--- src/rtl/cbg_fifo_pkg.sv ---
// Shared definitions for the CBG FIFO data path: default sizes, the storage
// index-width helper and the output-queue occupancy encoding.
package cbg_fifo_pkg;

    localparam int unsigned CBG_D_W = 32;
    localparam int unsigned CBG_F_D = 8;
    localparam int unsigned CBG_A_W = 32;

    // Index width for a depth-entry array; never narrower than one bit.
    function automatic int unsigned cbg_idx_w(input int unsigned depth);
        return (depth > 1) ? $clog2(depth) : 1;
    endfunction

    typedef enum logic [1:0] {
        OCC_EMPTY = 2'd0,
        OCC_ONE   = 2'd1,
        OCC_FULL  = 2'd2
    } occ_e;

endpackage

--- src/rtl/cbg_out_skid.sv ---
// Two-entry output queue between the storage read port and the consuming PE.
// Head always holds the oldest word; a word pushed into a full queue is dropped.
module cbg_out_skid
    import cbg_fifo_pkg::*;
#(
    parameter int unsigned D_W = CBG_D_W
) (
    input  logic           clk,
    input  logic           rst,
    input  logic           flush,
    input  logic           push,
    input  logic [D_W-1:0] push_data,
    input  logic           out_ready,
    output logic [D_W-1:0] out_data,
    output logic           out_valid,
    output logic           pop,
    output logic [1:0]     occ,
    output logic           overflow
);

    occ_e           occ_q;
    logic [D_W-1:0] head_q;
    logic [D_W-1:0] tail_q;
    logic           overflow_q;

    assign out_valid = (occ_q != OCC_EMPTY);
    assign out_data  = head_q;
    assign pop       = out_valid & out_ready;
    assign occ       = occ_q;
    assign overflow  = overflow_q;

    // NOTE: sequential state uses non-blocking assignments so every register
    // samples the pre-edge values, independent of statement order.
    always_ff @(posedge clk or negedge rst) begin
        if (!rst) begin
            occ_q      <= OCC_EMPTY;
            head_q     <= '0;
            tail_q     <= '0;
            overflow_q <= 1'b0;
        end else if (flush) begin
            occ_q      <= OCC_EMPTY;
            head_q     <= '0;
            tail_q     <= '0;
            overflow_q <= 1'b0;
        end else begin
            unique case ({push, pop})
                2'b10: begin
                    unique case (occ_q)
                        OCC_EMPTY: begin
                            head_q <= push_data;
                            occ_q  <= OCC_ONE;
                        end
                        OCC_ONE: begin
                            tail_q <= push_data;
                            occ_q  <= OCC_FULL;
                        end
                        default: overflow_q <= 1'b1;
                    endcase
                end
                2'b01: begin
                    unique case (occ_q)
                        OCC_FULL: begin
                            head_q <= tail_q;
                            occ_q  <= OCC_ONE;
                        end
                        default: occ_q <= OCC_EMPTY;
                    endcase
                end
                2'b11: begin
                    // Simultaneous push and pop: occupancy holds, order is kept.
                    unique case (occ_q)
                        OCC_FULL: begin
                            head_q <= tail_q;
                            tail_q <= push_data;
                        end
                        default: head_q <= push_data;
                    endcase
                end
                default: ;
            endcase
        end
    end

endmodule

--- src/rtl/cbg_fifo_datapath.sv ---
// CBG FIFO data half: storage array written/read by the address controller,
// a registered read port feeding the output queue, and read-credit generation.
module cbg_fifo_datapath
    import cbg_fifo_pkg::*;
#(
    parameter int unsigned D_W = CBG_D_W,
    parameter int unsigned F_D = CBG_F_D,
    parameter int unsigned A_W = CBG_A_W
) (
    input  logic           clk,
    input  logic           rst,
    input  logic           en,
    input  logic           flush,
    input  logic           we_n,
    input  logic           re_n,
    input  logic [A_W-1:0] wr_addr,
    input  logic [A_W-1:0] rd_addr,
    input  logic [D_W-1:0] wr_data,
    output logic           re_req,
    output logic [D_W-1:0] out_data,
    output logic           out_valid,
    input  logic           out_ready,
    output logic           overflow
);

    localparam int unsigned IDX_W = cbg_idx_w(F_D);

    logic [D_W-1:0]   mem [F_D];
    logic [IDX_W-1:0] wr_idx;
    logic [IDX_W-1:0] rd_idx;
    logic [D_W-1:0]   rdata_q;
    logic             pend;
    logic             pop;
    logic [1:0]       occ;
    logic [2:0]       credit_fill;

    // The controller keeps pointers below F_D, so only the low bits index storage.
    assign wr_idx = wr_addr[IDX_W-1:0];
    assign rd_idx = rd_addr[IDX_W-1:0];

    if (A_W > IDX_W) begin : g_addr_hi
        logic unused_addr_hi;
        assign unused_addr_hi = ^{wr_addr[A_W-1:IDX_W], rd_addr[A_W-1:IDX_W]};
    end

    // NOTE: the storage array has no reset; it maps onto plain RAM and every
    // word is written before the controller lets it be read.
    always_ff @(posedge clk) begin
        if (we_n && !flush) begin
            mem[wr_idx] <= wr_data;
        end
    end

    // A same-address write in this cycle lands after the edge, so the read
    // below returns the old contents (read-first).
    always_ff @(posedge clk or negedge rst) begin
        if (!rst) begin
            pend    <= 1'b0;
            rdata_q <= '0;
        end else if (flush) begin
            pend    <= 1'b0;
        end else begin
            pend <= re_n;
            if (re_n) begin
                rdata_q <= mem[rd_idx];
            end
        end
    end

    cbg_out_skid #(
        .D_W (D_W)
    ) u_out_skid (
        .clk       (clk),
        .rst       (rst),
        .flush     (flush),
        .push      (pend),
        .push_data (rdata_q),
        .out_ready (out_ready),
        .out_data  (out_data),
        .out_valid (out_valid),
        .pop       (pop),
        .occ       (occ),
        .overflow  (overflow)
    );

    // Credit counts the word still in flight (pend) and frees the slot being
    // popped this cycle, which is what sustains one word per cycle.
    // NOTE: every always_comb output gets a value on every path, so no latch.
    always_comb begin
        credit_fill = {1'b0, occ} + {2'b00, pend} - {2'b00, pop};
        re_req      = rst & en & ~flush & (credit_fill < 3'd2);
    end

endmodule

--- config.mk ---
export PLATFORM = sky130hd
export DESIGN_NAME = cbg_fifo_datapath
export DESIGN_NICKNAME = d
export VERILOG_FILES = /design/src/rtl/cbg_fifo_pkg.sv /design/src/rtl/cbg_out_skid.sv /design/src/rtl/cbg_fifo_datapath.sv
export SDC_FILE = /design/constraint.sdc
export NUM_CORES = 1
export LEC_CHECK = 0
export ABC_AREA = 1
export CORE_UTILIZATION = 33
export DETAILED_ROUTE_END_ITERATION = 6
export GPL_ROUTABILITY_DRIVEN = 0
export SYNTH_ARGS = -nofsm -noshare
export SYNTH_HDL_FRONTEND = slang
export SYNTH_HIERARCHICAL = 1
export SYNTH_SLANG_ARGS = --single-unit
--- constraint.sdc ---
create_clock -name clk -period 3.5 [get_ports clk]
set_clock_uncertainty 0.05 [all_clocks]
set_input_delay 0.875 -clock clk [delete_from_list [all_inputs] [get_ports clk]]
set_output_delay 0.875 -clock clk [all_outputs]
set_load 0.05 [all_outputs]
; Word-level counts from Yosys, hierarchy flattened
; Memory sizes are Yosys's and may differ from the RTL's. A register that Yosys moved wholly into a read port is not among the register bits.
; Cells that the tools add are included.
[totals]
memories = 1
ramBits = 256
input_bits = 103
register_bits = 68
word_cells = 59
out_inout_bits = 35
mem_bits_ro = 0
latchBits = 0
[op_classes]
order_cmp = 1
eq_ne = 11
n_mul = 0
muxes = 19
shifts = 0
n_reduce_logical = 15
bitwise_logic = 5
n_div = 0
n_addsub = 2
[mem_list]
columns = memory, depth, width, rd, rd_ports_with_merged_regs, wr, line_no
row1 = mem, 8, 32, 1, 1, 1, cbg_fifo_datapath.sv:28  ; logic [D_W-1:0] mem [F_D];
[ops]
columns = operator, count
row1 = 32-bit two-way mux, 7
row2 = 32-bit case mux with 3 select lines, 1
row3 = 32-bit case mux with 2 select lines, 1
row4 = "3-bit by 2-bit inequality test with 1-bit output, second input constant", 4
row5 = 2-bit case mux with 2 select lines, 2
row6 = 1-bit two-way mux, 7
row7 = "2-bit == test, second input constant", 3
row8 = 2-bit AND reduction, 3
row9 = 3-bit AND reduction, 2
row10 = 3-bit nonzero test, 2
row11 = 1-bit AND, 4
row12 = "2-bit by 1-bit == test with 1-bit output, second input constant", 2
row13 = "4-bit by 2-bit inequality test with 1-bit output, second input constant", 1
row14 = 2-bit nonzero test, 2
row15 = 4-bit nonzero test, 1
row16 = 2-bit by 1-bit adder with 3-bit output, 1
row17 = "3-bit by 2-bit < comparator with 1-bit output, second input constant", 1
row18 = 3-bit by 1-bit subtractor with 3-bit output, 1
row19 = 1-bit zero test, 2
row20 = 2-bit zero test, 1
row21 = 2-bit two-way mux, 1
row22 = "2-bit by 1-bit inequality test with 1-bit output, second input constant", 1
row23 = 2-bit OR reduction, 1
row24 = 1-bit logical AND, 1
row25 = 1-bit inverter, 1

; Depth between registers and ports, before layout
[logic_depth]
word_depth = 5
mapped_depth = 9

; By module
; Netlist, hierarchy kept.
[by_module_without_submodules]
columns = mod, cells_each, instances, area_each_um2, seq_area_each_um2
row1 = cbg_fifo_datapath, 1144, 1, 12101.6, 8513.2
row2 = cbg_out_skid, 419, 1, 3372.0, 1676.6

; Least setup slack after synthesis
; OpenSTA, ideal clock, no wires.
[synth_path]
kind = in2out
startpoint = input out_ready
endpoint = output re_req
path_buffers = 1
setup_slack_ps = -290
path_stages = 9
arrival_ps = 2865
cell_sequence = inv_1 nor2_4 buf_4 ha_1 inv_1 nand2_1 fa_1 nand4_1 nor2_1
[synth_between]
elab_chain_cells = 4
[synth_lines]
columns = element, line_no
row1 = start: declaration, cbg_fifo_datapath.sv:22  ; input logic out_ready,
row2 = 1-bit AND, cbg_out_skid.sv:28  ; assign pop = out_valid & out_ready;
row3 = named net pop, cbg_fifo_datapath.sv:33  ; logic pop;
row4 = 3-bit by 1-bit subtractor with 3-bit output, cbg_fifo_datapath.sv:90  ; credit_fill = {1'b0, occ} + {2'b00, pend} - {2'b00, pop};
row5 = 3-bit by 2-bit < comparator with 1-bit output, cbg_fifo_datapath.sv:91  ; re_req = rst & en & ~flush & (credit_fill < 3'd2);
row6 = 1-bit AND, cbg_fifo_datapath.sv:91
row7 = end: declaration, cbg_fifo_datapath.sv:19  ; output logic re_req,
; The timed path passes the listed nets, and every way through them passes these cells.

; Worst setup path after layout
; Same ends and word-level chain as after synthesis.

==> flow_metrics.tcl <==
set metrics [dict create \
    cts_hold_buf 0 \
    finalSetupTns_ns 0 \
    fillers 4377 \
    start_kind "primary input" \
    path_class "primary input to primary output" \
    status "completed" \
    seq_area_um2 10200 \
    synth_seq_cells 356 \
    hold_violations 0 \
    ant_nets 0 \
    area_delta_synth_final_pct 17.5 \
    rows 78 \
    max_freq_mhz 292 \
    vias_per_cell 4.55 \
    antenna_found_initial 5 \
    crit_top_cell "nor2_4" \
    clkTransAtPathRegs_ns 0.06 \
    vias 10298 \
    r2r-end "u_out_skid/out_data[20]" \
    worstSkewPairLatency_ns 0.52 \
    setup_viol 0 \
    cts_tree "built" \
    ys_types 25 \
    hold_path.class "primary input to async pin" \
    fin_cells 2265 \
    port_buffers 79 \
    crit_required_ns 2.57 \
    clock_sinks 356 \
    cpPeakStageDelay_ns 0.48 \
    synth_edf_count 256 \
    p_leak_nw 8.04 \
    syn_inst 1563 \
    avgSynthCellArea_um2 9.90 \
    drcViolationCount 0 \
    synth_area_um2 15500 \
    yosys_warnings 6 \
    dpl.cell_count 2194 \
    crit_path_end_kind "primary output" \
    path_max_fanout 2 \
    tightest_slew_ns 0.863 \
    synthTopCellsByCount "nand2_1, edfxtp_1, nand3_1" \
    multi_input_area_um2 4050 \
    htreeDepth 2 \
    drv_slew 0 \
    peakVddDrop_v 0.000256 \
    yosysTopAreaCell "edfxtp_1" \
    firstDrtPassIters 6 \
    dr.first_iter.drc_count 777 \
    synth_top_cell_area_share 0.497 \
    async_flop_share 0.281 \
    crit_chain "clkdlybuf4s15_1, inv_2, nor2_4, ha_4, inv_1, nand2_1, fa_1, nand4_1, nor2_4, buf_12" \
    yosysMostFrequentCell "nand2_1" \
    start_util 0.338 \
    wl_per_cell_um 15.6 \
    routed_wl_um 35300 \
    ys_seq_area_frac 0.659 \
    cts_buffers 38 \
    critPathSlowestCell "fa_1" \
    drive_above_1_share 0.0890 \
    cap_viol_max_count 0 \
    ctsRootBufferMaster "clkbuf_16" \
    fp.dieH_um 219 \
    rr_startpoint "u_out_skid/occ[0]" \
    grt_usage 0.151 \
    final_util 0.397 \
    grt_max_degree 129 \
    max_slew_margin 0.425 \
    synth.area.top_cells "edfxtp_1, dfrtp_1, nand2_1" \
    io_pins 138 \
    critical_path_arrival_ns 2.50 \
    core_area_um2 45800 \
    reg2reg_depth 5 \
    overflow 0 \
    whs_ns 0.356 \
    dieArea_um2 47800 \
    finalNetCount 1741 \
    grt_pass1_wl_um 56200 \
    fin_crit_ns 3.42 \
    cp-startpoint "out_ready" \
    synthFlopType "edfxtp_1" \
    cts_buffer_depth 3 \
    dp_hpwl_um 19400 \
    reg2reg_slack_ns 1.46 \
    power.density_nw_per_um2 539 \
    finalCritPeriodShare 0.977 \
    grt_pass1_vias 10007 \
    synth_fp_nets 1668 \
    die_w_um 219 \
]
## layer usage
layer  vias to the layer above  part of all wire  track usage
li1                       5141                 -            -
met1                      4883              0.45        0.201
met2                       221              0.47        0.249
met3                        47             0.063       0.0333
met4                         6             0.016       0.0406
met5                         -           0.00088            0
## cells in the final DEF (no fill, tap or decap), drive strengths merged
cell type | synthesis | routed
nand2 | 631 | 631
edfxtp | 256 | 256
nand3 | 227 | 227
inv | 213 | 212
dfrtp | 100 | 100
clkdlybuf4s50 | 0 | 74
clkbuf | 14 | 51
buf | 64 | 36
o21ai | 33 | 33
nor2 | 16 | 16
clkinv | 0 | 15
a21oi | 4 | 4
diode | 0 | 2
nand4 | 1 | 1
xor2 | 1 | 1
fa | 1 | 1
ha | 1 | 1
bufinv | 0 | 1
clkinvlp | 0 | 1
clkdlybuf4s15 | 0 | 1
nand3b | 1 | 1
## sequential cells by signal, summed over array words and instances, names as in the netlist
register,cells
rdata_q,32
u_out_skid/tail_q,32
u_out_skid/occ,2
u_out_skid/overflow,1
pend,1
u_out_skid/out_data,32
mem,256
## power breakdown
part	total, mW	internal [mW]	switching, mW
Sequential	4.88	4.76	0.124
Clock	3.80	2.24	1.56
Combinational	1.12	0.374	0.751
Total	9.81	7.37	2.43
## timing repair
item                                    in CTS  in global routing
resized for setup                            2                  4
gates cloned                                 0                  0
pin swaps                                    2                  2
endpoints found under the setup margin       1                  1
setup buffers                                0                  2
## worst max path at each step
stage               endpoint  slack, ns  cells after the start
detailed placement    re_req      -0.26                     10
global placement      re_req      -0.26                     10
floorplan             re_req       0.02                      9
finish                re_req       0.08                     10
CTS                   re_req      0.009                      9
global route          re_req     -0.001                      9
## cell families after synthesis
family,after synthesis,synth area share
AND/OR/NAND/NOR,876,0.234
XOR/XNOR,1,0.000566
buffers and inverters,291,0.0848
flip-flops,356,0.659
AO/OA/AOI/OAI,37,0.0205
adder cells (fa/ha/maj),2,0.00210
## worst max-delay path, delay by kind of cell
family | cells | cell delay [ns]
buf+inv | 4 | 0.46
fa+ha+maj | 2 | 0.70
simple gates | 4 | 0.46
## area by class of cell
class | instances | share of cell area
repair buffers | 111 | 0.0656
flip-flops and latches | 356 | 0.560
clock buffers | 51 | 0.0596
inverters | 213 | 0.0440
multi-input cells | 916 | 0.223
well taps | 600 | 0.0413
clock inverters | 16 | 0.00571
diodes | 2 | 0.000275
## through the flow
stage	setup WS [ns]	power (mW)	instance area, um^2
after global placement	-0.262	6.06	17000
after floorplan	0.0155	5.72	15500
after CTS	0.00874	9.92	18100
after detailed placement	-0.264	6.09	17000
after global routing	-0.00139	10.2	18200
final	0.0792	9.81	18200
No activity file was read; power rests on OpenSTA's default activity.
